`config.mk`:
```
export PLATFORM = sky130hd
export DESIGN_NAME = hwpe_stream_split_stride_buf
export DESIGN_NICKNAME = d
export VERILOG_FILES = /design/src/rtl/hwpe_stream_split_stride_buf.sv
export SDC_FILE = /design/constraint.sdc
export NUM_CORES = 1
export LEC_CHECK = 0
export ABC_CLOCK_PERIOD_IN_PS = 6200
export CAP_MARGIN = 40
export CORE_MARGIN = 3
export CORE_UTILIZATION = 40
export CTS_CLUSTER_SIZE = 28
export DETAILED_ROUTE_END_ITERATION = 10
export HOLD_SLACK_MARGIN = 0.15
export PLACE_DENSITY = 0.67
export SLEW_MARGIN = 20
export SYNTH_ARGS = -nofsm -noshare
export SYNTH_HDL_FRONTEND = slang
export SYNTH_SLANG_ARGS = --single-unit
```
`constraint.sdc`:
```
create_clock -name clk_i -period 6.2 [get_ports clk_i]
set_input_delay 1.24 -clock clk_i [delete_from_list [all_inputs] [get_ports clk_i]]
set_output_delay 1.24 -clock clk_i [all_outputs]
set_load 0.02 [all_outputs]
```
`src/rtl/hwpe_stream_split_stride_buf.sv`:
```
// Splits one wide stream into NB_OUT_STREAMS narrow streams (contiguous or interleaved per beat), one FIFO per output.
// Latency 1 cycle (no fall-through); input ready depends only on registered FIFO occupancy, never on output readies.
module hwpe_stream_split_stride_buf #(
  parameter int unsigned NB_OUT_STREAMS = 4,
  parameter int unsigned DATA_WIDTH_IN  = 256,
  parameter int unsigned ELEMENT_WIDTH  = 16,
  parameter int unsigned FIFO_DEPTH     = 2,
  parameter int unsigned CNT_WIDTH      = 16
) (
  input  logic                                            clk_i,
  input  logic                                            rst_i,
  input  logic                                            clear_i,
  input  logic                                            mode_i,
  input  logic [DATA_WIDTH_IN-1:0]                        push_data_i,
  input  logic [DATA_WIDTH_IN/8-1:0]                      push_strb_i,
  input  logic                                            push_valid_i,
  output logic                                            push_ready_o,
  output logic [DATA_WIDTH_IN-1:0]                        pop_data_o,
  output logic [DATA_WIDTH_IN/8-1:0]                      pop_strb_o,
  output logic [NB_OUT_STREAMS-1:0]                       pop_valid_o,
  input  logic [NB_OUT_STREAMS-1:0]                       pop_ready_i,
  output logic [CNT_WIDTH-1:0]                            beat_cnt_o,
  output logic                                            idle_o
);

  localparam int unsigned N_ELEM         = DATA_WIDTH_IN / ELEMENT_WIDTH;
  localparam int unsigned E              = N_ELEM / NB_OUT_STREAMS;
  localparam int unsigned DATA_WIDTH_OUT = DATA_WIDTH_IN / NB_OUT_STREAMS;
  localparam int unsigned EB             = ELEMENT_WIDTH / 8;
  localparam int unsigned STRB_OUT       = DATA_WIDTH_OUT / 8;
  localparam int unsigned PTR_W          = (FIFO_DEPTH > 1) ? $clog2(FIFO_DEPTH) : 1;
  localparam int unsigned OCC_W          = $clog2(FIFO_DEPTH + 1);

  logic                                           ready;
  logic                                           push;
  logic [NB_OUT_STREAMS-1:0]                      full;
  logic [NB_OUT_STREAMS-1:0][DATA_WIDTH_OUT-1:0]  cont_data, intl_data;
  logic [NB_OUT_STREAMS-1:0][STRB_OUT-1:0]        cont_strb, intl_strb;
  logic [CNT_WIDTH-1:0]                           beat_cnt;

  assign ready        = ~rst_i & ~clear_i & ~|full;
  assign push         = push_valid_i & ready;
  assign push_ready_o = ready;
  assign idle_o       = ~|pop_valid_o;
  assign beat_cnt_o   = beat_cnt;

  always_ff @(posedge clk_i) begin
    if (rst_i || clear_i) begin
      beat_cnt <= '0;
    end else if (push) begin
      beat_cnt <= beat_cnt + CNT_WIDTH'(1);
    end
  end

  for (genvar i = 0; i < NB_OUT_STREAMS; i++) begin : g_out
    // Both mappings are wired up; mode_i picks one at write time, so buffered beats keep their mapping.
    for (genvar j = 0; j < E; j++) begin : g_slot
      assign cont_data[i][j*ELEMENT_WIDTH +: ELEMENT_WIDTH] = push_data_i[(i*E+j)*ELEMENT_WIDTH +: ELEMENT_WIDTH];
      assign intl_data[i][j*ELEMENT_WIDTH +: ELEMENT_WIDTH] = push_data_i[(i+j*NB_OUT_STREAMS)*ELEMENT_WIDTH +: ELEMENT_WIDTH];
      assign cont_strb[i][j*EB +: EB] = push_strb_i[(i*E+j)*EB +: EB];
      assign intl_strb[i][j*EB +: EB] = push_strb_i[(i+j*NB_OUT_STREAMS)*EB +: EB];
    end

    logic [DATA_WIDTH_OUT-1:0] mem_data [FIFO_DEPTH];
    logic [STRB_OUT-1:0]       mem_strb [FIFO_DEPTH];
    logic [PTR_W-1:0]          wptr, rptr;
    logic [OCC_W-1:0]          occ;
    logic                      pop;

    assign pop            = pop_valid_o[i] & pop_ready_i[i];
    assign full[i]        = (occ == OCC_W'(FIFO_DEPTH));
    assign pop_valid_o[i] = (occ != '0);
    assign pop_data_o[i*DATA_WIDTH_OUT +: DATA_WIDTH_OUT] = mem_data[rptr];
    assign pop_strb_o[i*STRB_OUT +: STRB_OUT]             = mem_strb[rptr];

    always_ff @(posedge clk_i) begin
      if (push) begin
        mem_data[wptr] <= mode_i ? intl_data[i] : cont_data[i];
        mem_strb[wptr] <= mode_i ? intl_strb[i] : cont_strb[i];
      end
    end

    always_ff @(posedge clk_i) begin
      if (rst_i || clear_i) begin
        wptr <= '0;
        rptr <= '0;
        occ  <= '0;
      end else begin
        if (push) begin
          wptr <= (wptr == PTR_W'(FIFO_DEPTH - 1)) ? '0 : wptr + PTR_W'(1);
        end
        if (pop) begin
          rptr <= (rptr == PTR_W'(FIFO_DEPTH - 1)) ? '0 : rptr + PTR_W'(1);
        end
        occ <= occ + OCC_W'(push) - OCC_W'(pop);
      end
    end
  end

endmodule

```
Word level (Yosys, flattened, before mapping)
Memories as Yosys holds them, arrays and structs flattened. A register that Yosys moved wholly into a read port is not among the register bits.
Index checks and enable logic that the tools add are counted.
Widths: inputs -> output; s select.
{"block": "word_totals", "reg_bits": 32, "latch_bits": 0, "ram_bits": 576, "rom_bits": 0, "inputBits": 297, "out_inout_bits": 310, "wordCells": 94, "n_memories": 8}
{"memory": "g_out[0].mem_data", "depth": 2, "word_bits": 64, "rd": 1, "rd_ports_with_merged_regs": 1, "wr": 1, "line_no": "64", "rtl": "logic [DATA_WIDTH_OUT-1:0] mem_data [FIFO_DEPTH];"}
{"memory": "g_out[1].mem_data", "depth": 2, "word_bits": 64, "rd": 1, "rd_ports_with_merged_regs": 1, "wr": 1, "line_no": "64"}
{"memory": "g_out[2].mem_data", "depth": 2, "word_bits": 64, "rd": 1, "rd_ports_with_merged_regs": 1, "wr": 1, "line_no": "64"}
{"memory": "g_out[3].mem_data", "depth": 2, "word_bits": 64, "rd": 1, "rd_ports_with_merged_regs": 1, "wr": 1, "line_no": "64"}
{"memory": "g_out[0].mem_strb", "depth": 2, "word_bits": 8, "rd": 1, "rd_ports_with_merged_regs": 1, "wr": 1, "line_no": "65", "rtl": "logic [STRB_OUT-1:0] mem_strb [FIFO_DEPTH];"}
{"memory": "g_out[1].mem_strb", "depth": 2, "word_bits": 8, "rd": 1, "rd_ports_with_merged_regs": 1, "wr": 1, "line_no": "65"}
{"memory": "2 more memories"}
{"block": "classes", "addsub": 17, "mul": 0, "div": 0, "n_lt_le_gt_ge": 0, "eq_ne": 4, "shifts": 0, "n_mux": 34, "n_bitwise": 9, "n_reduce_logical": 9}
{"cell": "$mux 64", "count": 3}
{"cell": "$mux 48", "count": 1}
{"cell": "$mux 1", "count": 26}
{"cell": "$mux 8", "count": 3}
{"cell": "$add 16x1->16 const B", "count": 1}
{"cell": "$add 1x1->1 const B", "count": 8}
{"cell": "$add 2x1->2", "count": 4}
{"cell": "$eq 2x2->1 const B", "count": 4}
{"cell": "$reduce_bool 2->1", "count": 4}
{"cell": "$reduce_or 4->1", "count": 2}
{"cell": "$sub 2x1->2", "count": 4}
{"cell": "$and 1x1->1", "count": 7}
{"cell": "$mux 6", "count": 1}
{"cell": "$logic_not 1->1", "count": 2}
{"cell": "$not 1->1", "count": 2}
{"cell": "$logic_or 1x1->1", "count": 1}

Logic depth before layout (Yosys ltp)
{"block": "depth", "depth_word": 7, "ltp_mapped": 9, "ltp_nobuf": 8}

Worst setup path after synthesis
Ideal clock, no wire load.
{"block": "synth_path", "path_kind": "input-to-reg", "from": "input rst_i", "to": "memory g_out[0].mem_data[0][0] (netlist name) (enable)", "setup_time_ns": 0.502, "arrival_time_ns": 5.098, "t_required_ns": 5.698, "setup_slack_ns": 0.599, "path_stages": 6, "path_buffers": 2, "path_cell_list": "nor2_2 > buf_4 > nand3_2 > or2_1 > buf_2 > nor2_1"}
{"block": "synth_via", "elab_chain_len": 6}
{"element": "start, declared", "line_no": "11", "rtl": "input logic rst_i,"}
{"element": "$not 1->1", "line_no": "41", "rtl": "assign ready = ~rst_i & ~clear_i & ~|full;"}
{"element": "$and 1x1->1 (2 in series)", "line_no": "41"}
{"element": "$and 1x1->1", "line_no": "42", "rtl": "assign push = push_valid_i & ready;"}
{"element": "$mux 1", "line_no": "77", "rtl": "if (push) begin"}
{"element": "$mux 1", "line_no": "78", "rtl": "mem_data[wptr] <= mode_i ? intl_data[i] : cont_data[i];"}
{"element": "end, declared", "line_no": "64"}
Every way passes these cells.

==> results.yml <==
status:
  run_status: "finished, final reports clean"
critical_path:
  worstSetupPathType: "reg -> out"
  path_cells: "buf_4 > mux2_2 > clkdlybuf4s50_1"
  r2r_end: "g_out[1].mem_data[1][27]$_DFFE_PP_"
  crit_fanout: 41
  r2r_slack_ps: 3240
  arrival_ps: 2940
  path_buf_inv: 2
  rr_worst_depth: 8
  cp_slowest_cell: "dfxtp_4"
  required_ps: 4960
  reg2reg_from: "g_out[3].occ[0]$_SDFF_PP0_"
  cp-start-kind: "flop"
  cp_top_family: "buffers and inverters"
  crit_path_end_kind: "primary output"
  slowest_delay_ps: 740
worst_hold_path:
  worstHoldPathCells: 1
  min_from: "beat_cnt_o[15]$_SDFFE_PP0N_"
  min_to: "beat_cnt_o[15]$_SDFFE_PP0N_"
  hp-class: "reg -> reg"
flow_run:
  cap_violations: 0
placement:
  place.gp.congestion: 0.804
  portBuffers: 606
  placed_area_um2: 32200
  dp_hpwl_mm: 46.5
yosys:
  ys_seq_area_frac: 0.721
  syn-instance-count: 1331
  ys_seq_elements: 612
  synth-main-ff-cell: "edfxtp_1"
  syn-num-nets: 1637
  synth-edff-count: 576
  ys_async_sr_fraction: 0
  synth_area_um2: 25000
  ys_warn_count: 0
  ys_types: 39
  synth.avg_cell_area_um2: 18.8
detailed_routing:
  drtIter0Drc: 737
  avgRoutedWirePerCell_um: 22.8
  wirelength_mm: 65.2
  vias: 14294
  drc: 0
  viasPerCell: 5.00
  dr.pass1.iters: 5
  ant_nets: 0
clock_tree:
  cts_max_level: 3
  ctsResizeCount: 0
  cts_buffer_depth: 3
  clock_latency_ps: 580
  cts_root_buffer: "clkbuf_16"
  cts.sinks: 612
  tritoncts: "done"
  cts_setup_buffers: 0
  numCtsBuffers: 68
  clk_pin_slew_worst_paths_ps: 60
  holdBufCountCts: 0
power:
  comb_power_share: 0.094
  swShare: 0.213
  p_total_uw: 9240
  p_clk_frac: 0.401
  seq_power_share: 0.506
  p_switching_uw: 1970
  cellLeakagePower_uw: 0.0113
  internal_power_uw: 7270
  p_per_area_nw_per_um2: 270
  irDropWorstVdd_uv: 199
timing:
  rsz0062_at_grt: "no"
  skew_ps: 21.6
  setup_viol: 0
  fin_crit_ps: 4180
  slew_headroom: 0.519
  hold_viol: 0
  setup_tns_ps: 0
  max_freq_ghz: 0.239
  slew_violations: 0
  tightest_slew_ps: 721
  finalCritPeriodShare: 0.674
global_route:
  grt_pass1_wl_mm: 96.6
  grt_max_degree: 122
  antenna_found_initial: 7
  gr-total-overflow: 0
  grt_use_total: 0.196
  grt_pass1_vias: 14991
final_layout:
  fin_area_um2: 34200
  finalNetCount: 2273
  drive_above_1_share: 0.319
  utilization: 0.554
  synthToLayoutAreaGrowth_pct: 36.9
die:
  pin_count: 607
  coreArea_um2: 61700
  start_util: 0.405
  die_height_um: 256
  fp-row-count: 91
  die_x_um: 256
  die_area_um2: 65500
==> cell usage after synthesis, drive strengths merged (8+ instances only) <==
cell type / n / area share
nand2: 10 / 0.0015
ha: 9 / 0.0045
edfxtp: 576 / 0.69
or4: 8 / 0.0024
clkbuf: 11 / 0.0017
xnor2: 10 / 0.0035
a21oi: 8 / 0.0016
dfxtp: 36 / 0.029
inv: 16 / 0.0024
o31ai: 8 / 0.0024
nor2: 18 / 0.0028
mux2: 504 / 0.23
and2: 12 / 0.0030
buf: 54 / 0.011
==> power by group through the flow <==
stage                     clock [µW]  sequential [µW]  combinational [µW]
after global routing            3970             4680                 921
final                           3700             4670                 865
after floorplan                    0             4760                 392
after global placement             0             4760                 852
after detailed placement           0             4760                 871
after CTS                       3810             4670                 878
==> cell usage in the layout (no fill, tap or decap), drive strengths merged, types with 5 or more instances in the layout <==
cell type / instances
a21oi: 8
and2: 12
buf: 25
clkbuf: 85
clkdlybuf4s50: 605
clkinv: 30
dfxtp: 36
diode: 5
edfxtp: 576
ha: 9
inv: 16
mux2: 504
mux2i: 5
nand2: 10
nand3: 7
nor2: 18
o211ai: 6
o21ai: 7
o31ai: 8
or2: 6
or4: 8
xnor2: 10
==> layout make-up <==
class / count / area [µm²]
clock inverter: 34 / 223
fill: 4971 / 27500
timing repair buffer: 631 / 6380
tap: 837 / 1050
clock buffer: 84 / 1810
sequential: 612 / 18000
inverter: 16 / 60.1
multi-input combinational: 638 / 6640
antenna: 5 / 12.5
==> layer usage <==
metal | up-vias | global-route usage | share of wire
li1 | 6497 | - | -
met1 | 7229 | 0.230 | 0.38
met2 | 474 | 0.347 | 0.52
met3 | 88 | 0.0600 | 0.074
met4 | 6 | 0.0589 | 0.022
met5 | - | 0 | 0.00075
==> cells by family after synthesis <==
logic type / share of synthesized area
flops: 0.721
mux: 0.229
buf+inv: 0.0152
simple gates: 0.0179
compound gates: 0.00816
xor+xnor: 0.00421
fa+ha+maj: 0.00451
==> how the worst max path moves through the flow <==
stage | cells after the start | to
final | 3 | pop_data_o[44]
after global routing | 3 | pop_strb_o[15]
after CTS | 3 | pop_strb_o[15]
after detailed placement | 8 | g_out[2].mem_data[1][20]$_DFFE_PP_
after global placement | 8 | g_out[3].mem_data[1][14]$_DFFE_PP_
after floorplan | 6 | g_out[0].mem_data[0][0]$_DFFE_PP_
==> stage by stage <==
stage                     std cells  hold slack [ps]  setup slack [ps]
after floorplan                1331              448               599
after global placement         2729              453              1590
after detailed placement       2734              474              1660
after CTS                      2852              483              1930
after global routing           2856              529              1870
final                          2857              477              2020
==> state kept, by name (all words and copies together), names as in the netlist, named ones only <==
name	cells
g_out.mem_strb	64
g_out.wptr	4
g_out.occ	8
beat_cnt_o	16
g_out.rptr	4
g_out.mem_data	512
Note: power is estimated with default switching activity, not from simulation.
